## src/rtl/wb_regfile_pkg.sv

```systemverilog
//------------------------------------------------------------------------------
// Module   : wb_regfile_pkg
// Brief    : Shared defines for the write-back register file slice.
// Revision : 1.0 - initial release
//------------------------------------------------------------------------------
`default_nettype none

package wb_regfile_pkg;

    localparam int RegBus     = 32;
    localparam int RegAddrBus = 5;
    localparam int RegNum     = 32;

    localparam logic [RegBus-1:0]     ZeroWord   = '0;
    localparam logic [RegAddrBus-1:0] NOPRegAddr = '0;

    localparam logic WriteEnable  = 1'b1;
    localparam logic WriteDisable = 1'b0;
    localparam logic ReadEnable   = 1'b1;
    localparam logic ReadDisable  = 1'b0;

endpackage

`default_nettype wire

```

## src/rtl/wb_regfile_if.sv

```systemverilog
//------------------------------------------------------------------------------
// Module   : wb_regfile_if
// Brief    : Write-back triple plus the two ID-stage read ports.
// Revision : 1.0 - initial release
//------------------------------------------------------------------------------
`default_nettype none

interface wb_regfile_if
    import wb_regfile_pkg::*;
#(
    parameter int DATA_W = RegBus,
    parameter int ADDR_W = RegAddrBus
) ();

    logic              wb_wreg;
    logic [ADDR_W-1:0] wb_wd;
    logic [DATA_W-1:0] wb_wdata;

    logic              re1;
    logic [ADDR_W-1:0] raddr1;
    logic [DATA_W-1:0] rdata1;

    logic              re2;
    logic [ADDR_W-1:0] raddr2;
    logic [DATA_W-1:0] rdata2;

    modport master (
        output wb_wreg, wb_wd, wb_wdata,
        output re1, raddr1, re2, raddr2,
        input  rdata1, rdata2
    );

    modport slave (
        input  wb_wreg, wb_wd, wb_wdata,
        input  re1, raddr1, re2, raddr2,
        output rdata1, rdata2
    );

endinterface

`default_nettype wire

```

## src/rtl/wb_regfile_rd_port.sv

```systemverilog
//------------------------------------------------------------------------------
// Module   : regfile_rd_port
// Brief    : Combinational read mux: reset/disable/r0 zeroing, then bypass.
// Revision : 1.0 - initial release
//------------------------------------------------------------------------------
`default_nettype none

module regfile_rd_port
    import wb_regfile_pkg::*;
#(
    parameter int DATA_W   = RegBus,
    parameter int ADDR_W   = RegAddrBus,
    parameter int NUM_REGS = RegNum
) (
    input  wire logic              rst,
    input  wire logic              re,
    input  wire logic [ADDR_W-1:0] raddr,
    input  wire logic              wb_wreg,
    input  wire logic [ADDR_W-1:0] wb_wd,
    input  wire logic [DATA_W-1:0] wb_wdata,
    input  wire logic [DATA_W-1:0] regs [NUM_REGS],
    output logic      [DATA_W-1:0] rdata
);

    always_comb begin
        rdata = DATA_W'(ZeroWord);
        if (!rst || re != ReadEnable || raddr == ADDR_W'(NOPRegAddr)) begin
            rdata = DATA_W'(ZeroWord);
        end else if (wb_wreg == WriteEnable && wb_wd == raddr) begin
            // Same-cycle write forwards straight to the reader.
            rdata = wb_wdata;
        end else begin
            rdata = regs[raddr];
        end
    end

endmodule

`default_nettype wire

```

## src/rtl/wb_regfile.sv

```systemverilog
//------------------------------------------------------------------------------
// Module   : wb_regfile
// Brief    : GPR file fed by write-back, two bypassed read ports, write counter.
//            Optional WB_REGFILE_SCOREBOARD_EN adds written_map / uninit_rd.
// Revision : 1.0 - initial release
//------------------------------------------------------------------------------
`default_nettype none

module wb_regfile
    import wb_regfile_pkg::*;
#(
    parameter int DATA_W   = RegBus,
    parameter int ADDR_W   = RegAddrBus,
    parameter int NUM_REGS = RegNum,
    parameter int CNT_W    = 32
) (
    input  wire logic             clk,
    input  wire logic             rst,
    wb_regfile_if.slave           bus,
    output logic      [CNT_W-1:0] wr_count
`ifdef WB_REGFILE_SCOREBOARD_EN
    ,
    output logic [NUM_REGS-1:0]   written_map,
    output logic                  uninit_rd
`endif
);

    logic [DATA_W-1:0] r_regs   [1:NUM_REGS-1];
    logic [DATA_W-1:0] w_regs   [NUM_REGS];
    logic [CNT_W-1:0]  r_wr_count;
    logic              w_commit;

    // Writes to r0 are dropped entirely, so they neither store nor count.
    assign w_commit = (bus.wb_wreg == WriteEnable) &&
                      (bus.wb_wd != ADDR_W'(NOPRegAddr));

    always_ff @(posedge clk or negedge rst) begin
        if (!rst) begin
            for (int i = 1; i < NUM_REGS; i++) begin
                r_regs[i] <= '0;
            end
            r_wr_count <= '0;
        end else begin
            for (int i = 1; i < NUM_REGS; i++) begin
                if (w_commit && bus.wb_wd == ADDR_W'(i)) begin
                    r_regs[i] <= bus.wb_wdata;
                end
            end
            if (w_commit) begin
                r_wr_count <= r_wr_count + CNT_W'(1);
            end
        end
    end

    always_comb begin
        w_regs[0] = DATA_W'(ZeroWord);
        for (int i = 1; i < NUM_REGS; i++) begin
            w_regs[i] = r_regs[i];
        end
    end

    assign wr_count = r_wr_count;

    regfile_rd_port #(
        .DATA_W   (DATA_W),
        .ADDR_W   (ADDR_W),
        .NUM_REGS (NUM_REGS)
    ) u_rd_port1 (
        .rst      (rst),
        .re       (bus.re1),
        .raddr    (bus.raddr1),
        .wb_wreg  (bus.wb_wreg),
        .wb_wd    (bus.wb_wd),
        .wb_wdata (bus.wb_wdata),
        .regs     (w_regs),
        .rdata    (bus.rdata1)
    );

    regfile_rd_port #(
        .DATA_W   (DATA_W),
        .ADDR_W   (ADDR_W),
        .NUM_REGS (NUM_REGS)
    ) u_rd_port2 (
        .rst      (rst),
        .re       (bus.re2),
        .raddr    (bus.raddr2),
        .wb_wreg  (bus.wb_wreg),
        .wb_wd    (bus.wb_wd),
        .wb_wdata (bus.wb_wdata),
        .regs     (w_regs),
        .rdata    (bus.rdata2)
    );

`ifdef WB_REGFILE_SCOREBOARD_EN
    logic [NUM_REGS-1:0] r_written_map;
    logic                w_uninit1;
    logic                w_uninit2;

    // Bit 0 is only ever cleared, so r0 always reports as unwritten.
    always_ff @(posedge clk or negedge rst) begin
        if (!rst) begin
            r_written_map <= '0;
        end else begin
            for (int i = 1; i < NUM_REGS; i++) begin
                if (w_commit && bus.wb_wd == ADDR_W'(i)) begin
                    r_written_map[i] <= 1'b1;
                end
            end
        end
    end

    assign w_uninit1 = rst && (bus.re1 == ReadEnable) &&
                       (bus.raddr1 != ADDR_W'(NOPRegAddr)) &&
                       !(bus.wb_wreg == WriteEnable && bus.wb_wd == bus.raddr1) &&
                       !r_written_map[bus.raddr1];
    assign w_uninit2 = rst && (bus.re2 == ReadEnable) &&
                       (bus.raddr2 != ADDR_W'(NOPRegAddr)) &&
                       !(bus.wb_wreg == WriteEnable && bus.wb_wd == bus.raddr2) &&
                       !r_written_map[bus.raddr2];

    assign written_map = r_written_map;
    assign uninit_rd   = w_uninit1 || w_uninit2;
`endif

endmodule

`default_nettype wire

```

## src/flat_wrapper.sv

```systemverilog
// flat-port wrapper written by rule: the top's interface ports become plain ports
module wb_regfile_flat import wb_regfile_pkg::*;
#(
    parameter int DATA_W   = RegBus,
    parameter int ADDR_W   = RegAddrBus,
    parameter int NUM_REGS = RegNum,
    parameter int CNT_W    = 32
)
  (clk, rst, wr_count, bus_wb_wreg, bus_wb_wd, bus_wb_wdata, bus_re1, bus_raddr1, bus_re2, bus_raddr2, bus_rdata1, bus_rdata2);
  wb_regfile_if #(.DATA_W(DATA_W), .ADDR_W(ADDR_W)) bus_i ();
  input  wire logic clk;
  input  wire logic rst;
  output logic      [CNT_W-1:0] wr_count;
  input wire logic [$bits(bus_i.wb_wreg)-1:0] bus_wb_wreg;
  input wire logic [$bits(bus_i.wb_wd)-1:0] bus_wb_wd;
  input wire logic [$bits(bus_i.wb_wdata)-1:0] bus_wb_wdata;
  input wire logic [$bits(bus_i.re1)-1:0] bus_re1;
  input wire logic [$bits(bus_i.raddr1)-1:0] bus_raddr1;
  input wire logic [$bits(bus_i.re2)-1:0] bus_re2;
  input wire logic [$bits(bus_i.raddr2)-1:0] bus_raddr2;
  output wire logic [$bits(bus_i.rdata1)-1:0] bus_rdata1;
  output wire logic [$bits(bus_i.rdata2)-1:0] bus_rdata2;
  assign bus_i.wb_wreg = bus_wb_wreg;
  assign bus_i.wb_wd = bus_wb_wd;
  assign bus_i.wb_wdata = bus_wb_wdata;
  assign bus_i.re1 = bus_re1;
  assign bus_i.raddr1 = bus_raddr1;
  assign bus_i.re2 = bus_re2;
  assign bus_i.raddr2 = bus_raddr2;
  assign bus_rdata1 = bus_i.rdata1;
  assign bus_rdata2 = bus_i.rdata2;
  wb_regfile #(.DATA_W(DATA_W), .ADDR_W(ADDR_W), .NUM_REGS(NUM_REGS), .CNT_W(CNT_W)) u_core (.clk(clk), .rst(rst), .bus(bus_i), .wr_count(wr_count));
endmodule
```

## config.mk

```make
export PLATFORM = sky130hd
export DESIGN_NAME = wb_regfile_flat
export DESIGN_NICKNAME = d
export VERILOG_FILES = /design/src/rtl/wb_regfile_pkg.sv /design/src/rtl/wb_regfile_if.sv /design/src/rtl/wb_regfile_rd_port.sv /design/src/rtl/wb_regfile.sv /design/src/flat_wrapper.sv
export SDC_FILE = /design/constraint.sdc
export NUM_CORES = 2
export LEC_CHECK = 0
export BUFFER_PORTS_ARGS = -buffer_cell sky130_fd_sc_hd__buf_2
export CAP_MARGIN = 40
export CORE_MARGIN = 5
export CORE_UTILIZATION = 45
export CTS_CLUSTER_DIAMETER = 120
export DETAILED_ROUTE_END_ITERATION = 8
export PLACE_DENSITY_LB_ADDON = 0.1
export SYNTH_ARGS = -nofsm -noshare
export SYNTH_HDL_FRONTEND = slang
export SYNTH_SLANG_ARGS = --single-unit
```

## constraint.sdc

```tcl
create_clock -name clk -period 1.5 [get_ports clk]
set_input_delay 0 -clock clk [delete_from_list [all_inputs] [get_ports clk]]
set_output_delay 0 -clock clk [all_outputs]
set_load 0.02 [all_outputs]
```

; Yosys cells after proc, flatten, opt, wreduce, memory -nomap -nowiden
; Index checks and enable logic that the tools add are counted.
; W data, S select, Z words.
[totals]
wordCells = 124
in_bits = 52
output_inout_bits = 96
register_bits = 1024
[classes]
muxes = 10
n_eq_ne = 33
n_addsub = 1
n_bitwise = 4
order_cmp = 2
n_reduce_logical = 42
[op_table]
columns = cell, n
row1 = $bmux W32 S5, 2
row2 = $mux W32, 8
row3 = $eq A5 B5 Y1 const B, 16
row4 = $eq A5 B4 Y1 const B, 8
row5 = $logic_and A1 B1 Y1, 34
row6 = $add A32 B1 Y32 const B, 1
row7 = $eq A5 B3 Y1 const B, 4
row8 = $ge A6 B6 Y1 const B, 2
row9 = $not A5 Y6, 2
row10 = $eq A5 B2 Y1 const B, 2
row11 = $eq A5 B5 Y1, 2
row12 = $logic_not A5 Y1, 2
row13 = $eq A5 B1 Y1 const B, 1
row14 = $reduce_bool A5 Y1, 1
row15 = $logic_or A1 B1 Y1, 4
row16 = $not A1 Y1, 2
row17 = $logic_not A1 Y1, 1

; Longest topological paths before layout
[depth]
depth_word = 6
ltp_mapped = 9
depth_no_buf = 5

; Hierarchy
; From an unflattened synthesis, not the netlist that was laid out.
[unflattened]
hier_cells = 3972
hier_area_um2 = 55774.7
[modules_own_cells]
columns = module, n_inst, seq_area_each_um2, cells_per_inst, area_per_inst_um2
row1 = wb_regfile, 1, 25624.6, 2358, 38513.2
row2 = regfile_rd_port, 2, 0.0, 807, 8630.8

; Worst setup path before layout
; No wires, ideal clock.
[synth_path]
kind = input-to-output
from = in bus_raddr2[0]
to = out bus_rdata2[25]
required_time_ns = 1.500
path_slack_ns = -0.184
cell_stages = 8
arrival_ns = 1.684
path_buffers = 3
cell_sequence = buf_2 buf_6 buf_2 mux4_2 mux2i_1 nand2_1 o311ai_0 o221ai_1
[synth_via]
elab_chain_cells = 6
word_cells_on_any_way = 10
classes_between = 1 x eq/ne / 5 x mux / 1 x bitwise / 3 x reduce/logical
[synth_lines]
columns = element, line
row1 = "start, declared", flat_wrapper.sv:20  ; input wire logic [$bits(bus_i.raddr2)-1:0] bus_raddr2;
row2 = $not A5 Y6 (implied by the code), wb_regfile_rd_port.sv:33  ; rdata = regs[raddr];
row3 = $bmux W32 S5, wb_regfile_rd_port.sv:33
row4 = $mux W32 (implied by the code) (2 in a row), wb_regfile_rd_port.sv:33
row5 = $mux W32, wb_regfile_rd_port.sv:29  ; end else if (wb_wreg == WriteEnable && wb_wd == raddr) begin
row6 = $mux W32 (*), wb_regfile_rd_port.sv:27  ; if (!rst || re != ReadEnable || raddr == ADDR_W'(NOPRegAddr)) begin
row7 = "end, declared", flat_wrapper.sv:22  ; output wire logic [$bits(bus_i.rdata2)-1:0] bus_rdata2;
; Every way passes the cells marked *; elsewhere a longest branch is shown, timed or not. The select of a mux whose other input is x is not followed.

; Worst setup path after layout
[layout_path]
from = reg u_core.r_regs[257] in the netlist's numbering
to = out bus_rdata2[1]
[layout_via]
elab_chain_cells = 5
[layout_lines]
columns = element, line
row1 = "start, declared", wb_regfile.sv:28  ; logic [DATA_W-1:0] r_regs [1:NUM_REGS-1];
row2 = "start signal, assigned by index", wb_regfile.sv:46  ; r_regs[i] <= bus.wb_wdata;
row3 = $bmux W32 S5, wb_regfile_rd_port.sv:33
row4 = $mux W32 (implied by the code) (2 in a row), wb_regfile_rd_port.sv:33
row5 = $mux W32, wb_regfile_rd_port.sv:29
row6 = $mux W32, wb_regfile_rd_port.sv:27
; No other way between the ends. The select of a mux whose other input is x is not followed.

==> metrics.md <==
| Metric | Value |
|---|---|
| Area used by multi-input combinational logic | `0.0295 sq mm` |
| CP Capture Type | `primary output` |
| Part of the Yosys area used for sequential elements | `46.9%` |
| Post-synth ARST share | `100%` |
| TritonRoute pass-1 iters | `6` |
| Cell row count | `127` |
| Global-route wire length before repair | `~280 mm` |
| DR vias | `40,300` |
| Gp weighted congestion | `0.846` |
| Worst relative slew slack | `about two fifths` |
| Post-route DRC violation count | `0` |
| Clock buffer count from CTS | `115` |
| PwrDens | `1240 mW/mm^2` |
| DP HPWL | `123 mm` |
| Syn nets | `4,429` |
| Vias in the first global route | `41,400` |
| Area contributors post-synth | `dfrtp_1, mux4_2, mux2_2` |
| Fin crit period | `around 2.5 ns` |
| Clk_lat worst skew | `roughly 0.7 ns` |
| Synth cell types | `49` |
| Static Leakage | `30.6 nW` |
| Area leader, netlist | `dfrtp_1` |
| Mean post-synth cell area | `12.5 sq um` |
| # setup viols final | `64` |
| Worst-path fanout max | `2` |
| RSZ-0062 raised after global routing | `true` |
| Initial antenna violation count | `2` |
| Warnings from Yosys | `0` |
| Top-area cell type share of the netlist area | `46.9%` |
| Antenna diodes | `0` |
| R2r worst-path depth | `6` |
| Post-synth EDFFs | `0` |
| Max Cap Violations | `0` |
| Post-Place Cells | `6,329` |
| FF+latch area | `about 0.026 sq mm` |
| Layout fillers | `9,759` |
| Share of cells above drive strength 1 | `45.5%` |
| Hold path depth | `5` |
| Critical Path AT | `2.48 ns` |
| Worst Tran Pin Value | `0.876 ns` |
| Final wirelength | `189 mm` |
| Mapped cell area | `approximately 0.055 sq mm` |
| GRT Resource Usage Total | `29.6%` |
| Status | `finished, violations left` |
| Core ar. | `around 0.12 sq mm` |
| Die W | `358 um` |
| Hold WC Path Type | `primary input to register` |
| DR iter-0 viols | `3,455` |
| Max clock buf depth | `3` |
| Crit. Startpoint | `u_core.r_regs[257]` |
| Violated checks | `negative setup slack` |
| Setup Skew | `0.00765 ns` |
| DR vias/cell | `approximately 6.1` |
| Slew Limit Fails | `0` |
| Worst-path clk slew | `0.06 ns` |
| VDD IR max | `around 0.97 mV` |
| Final nets | `4,960` |
| Max Fclk | `403 MHz` |
| CTS tree | `built` |
| Setup TNS | `-56.11 ns` |
| Starting Density | `a little under half` |
| Final worst-path cycle share | `166%` |
| Drt wl/cell | `28.5 um` |
| Final worst slack | `-0.984 ns` |
| Required time of the critical path | `roughly 1.5 ns` |
| Largest net degree at the start of global routing | `139` |
| Critical path class | `register to primary output` |
| Critical hold path startpoint | `bus_wb_wd[2]` |
| Post-DRT Antenna Nets | `0` |
| Total grt overflow | `0` |
| Ys flop type | `dfrtp_1` |
| Final hold slack | `0.122 ns` |
| Final design utilization | `58.3%` |
| Fin. Hold Viols | `0` |
| Sink Count | `1,024` |
| IO Port Bufs | `~150` |
| Syn Inst Count | `4,376` |
| Origin of the critical flop-to-flop path | `u_core.wr_count[8]` |
| H-tree levels | `3` |
| Reg2reg setup slack | `approximately 0.010 ns` |
| Seq cells post-synth | `1,024` |
| Die height | `358 um` |
| Final non-filler cell total | `roughly 6,600` |
| Boundary pin count | `about 150` |
| DIE AREA | `0.128 sq mm` |
| Startpoint types | `register` |
| Synthesis-to-layout area growth | `28.4%` |
| Root Buffer | `clkbuf_16` |
## timing repair
item                        CTS  global route
setup buffers                14            13
pin swaps                    62            37
setup endpoints to repair    83           431
hold endpoints to repair   1100             0
hold buffers                 48             0
gates resized for setup     302           101
gates cloned                  0             2
## path summary, 6_finish.rpt
path,end
setup / recovery,bus_rdata2[1]
hold / removal,u_core.r_regs[390]
setup reg to reg,u_core.wr_count[14]
hold reg to reg,u_core.wr_count[31]
max in group asynchronous,u_core.r_regs[538]
min in group asynchronous,u_core.r_regs[226]
## metal layers
layer,part of all wire [%],GRT usage [%],vias up
li1,-,-,17400
met4,3.1,8.82,2
met2,46,46.7,1321
met3,6.9,5.48,320
met1,44,42.1,21200
met5,0.0069,0,-
## critical path, cell delays in order, from the launching register on
cell and delay (ns):
dfrtp_1 0.40, buf_6 0.12, mux4_2 0.46, mux2i_1 0.15, nand2_1 0.11, o311ai_4 0.16, o221ai_4 0.20, buf_6 0.18
## synthesized netlist by cell type (4+ instances only)
| master | instances |
|---|---|
| mux4_2 | 384 |
| nand2b_1 | 4 |
| a21oi_1 | 45 |
| nand3_1 | 14 |
| dfrtp_1 | 1024 |
| nand2_1 | 560 |
| o311ai_0 | 62 |
| xnor2_1 | 21 |
| o21ai_1 | 10 |
| clkbuf_1 | 246 |
| o22ai_1 | 64 |
| nor2_1 | 130 |
| mux2_1 | 42 |
| mux2_2 | 631 |
| buf_1 | 13 |
| and3_1 | 5 |
| nor4_1 | 5 |
| o21ai_0 | 459 |
| buf_2 | 117 |
| nand4_1 | 11 |
| mux2i_1 | 256 |
| inv_1 | 36 |
| buf_6 | 20 |
| xor2_1 | 20 |
| buf_4 | 24 |
| nor2b_1 | 4 |
| nor3_1 | 7 |
| o221ai_1 | 64 |
| a22oi_1 | 63 |
## power by group
part           internal, W  switching [W]  leakage (nW)  total [W]
sequential          0.0329        0.00385          13.2     0.0367
clock               0.0183         0.0119          1.99     0.0302
combinational       0.0113        0.00863          15.5     0.0199
total               0.0624         0.0244          30.6     0.0868
## flip-flops by register name, indices dropped and copies added (netlist names)
name and count:
u_core.r_regs 992, u_core.wr_count 32
## placed cells by master (no fill, tap or decap), types with 11 or more instances in the layout
master / synthesis / final
a21oi_2: 0 / 23
a21oi_4: 0 / 18
a22oi_1: 63 / 51
a22oi_2: 0 / 12
buf_12: 0 / 160
buf_2: 117 / 76
buf_4: 24 / 456
buf_6: 20 / 84
bufinv_16: 0 / 14
clkbuf_1: 246 / 24
clkbuf_16: 0 / 120
clkbuf_8: 0 / 31
clkinv_2: 0 / 20
dfrtp_1: 1024 / 1012
dfrtp_2: 0 / 12
dlygate4sd3_1: 0 / 47
inv_1: 36 / 36
mux2_1: 42 / 42
mux2_2: 631 / 609
mux2_4: 0 / 22
mux2i_1: 256 / 252
mux4_2: 384 / 384
nand2_1: 560 / 549
nand3_1: 14 / 11
nand4_1: 11 / 11
nor2_1: 130 / 108
nor2_4: 0 / 14
o21ai_0: 459 / 448
o21ai_2: 0 / 13
o221ai_2: 0 / 13
o221ai_4: 0 / 51
o22ai_1: 64 / 64
o311ai_2: 0 / 34
o311ai_4: 0 / 26
xnor2_1: 21 / 20
xor2_1: 20 / 20
## cells by family after synthesis
logic type	share of synthesized area, %
mux	34.4
flops	46.9
compound gates	8.49
simple gates	5.62
buf+inv	3.87
xor+xnor	0.658
fa+ha+maj	0.0229
## per-stage QoR
step	cell area, sq um	setup WS [ns]	power, W
6_report	70100	-0.984	0.0868
5_1_grt	70100	-1.05	0.0908
4_1_cts	69400	-1.01	0.0868
3_5_place_dp	63500	-0.851	0.0554
3_3_place_gp	63500	-0.887	0.0549
2_1_floorplan	56000	-0.0659	0.0487
## layout make-up
cell class              instances  share of cell area (%)
flip-flops and latches       1024                    36.6
clock inverters                41                   0.832
multi-input cells            2893                    42.2
repair buffers                837                    12.4
inverters                      36                   0.193
well taps                    1612                    2.88
clock buffers                 173                    4.95
Note: power is estimated with default switching activity, not from simulation.
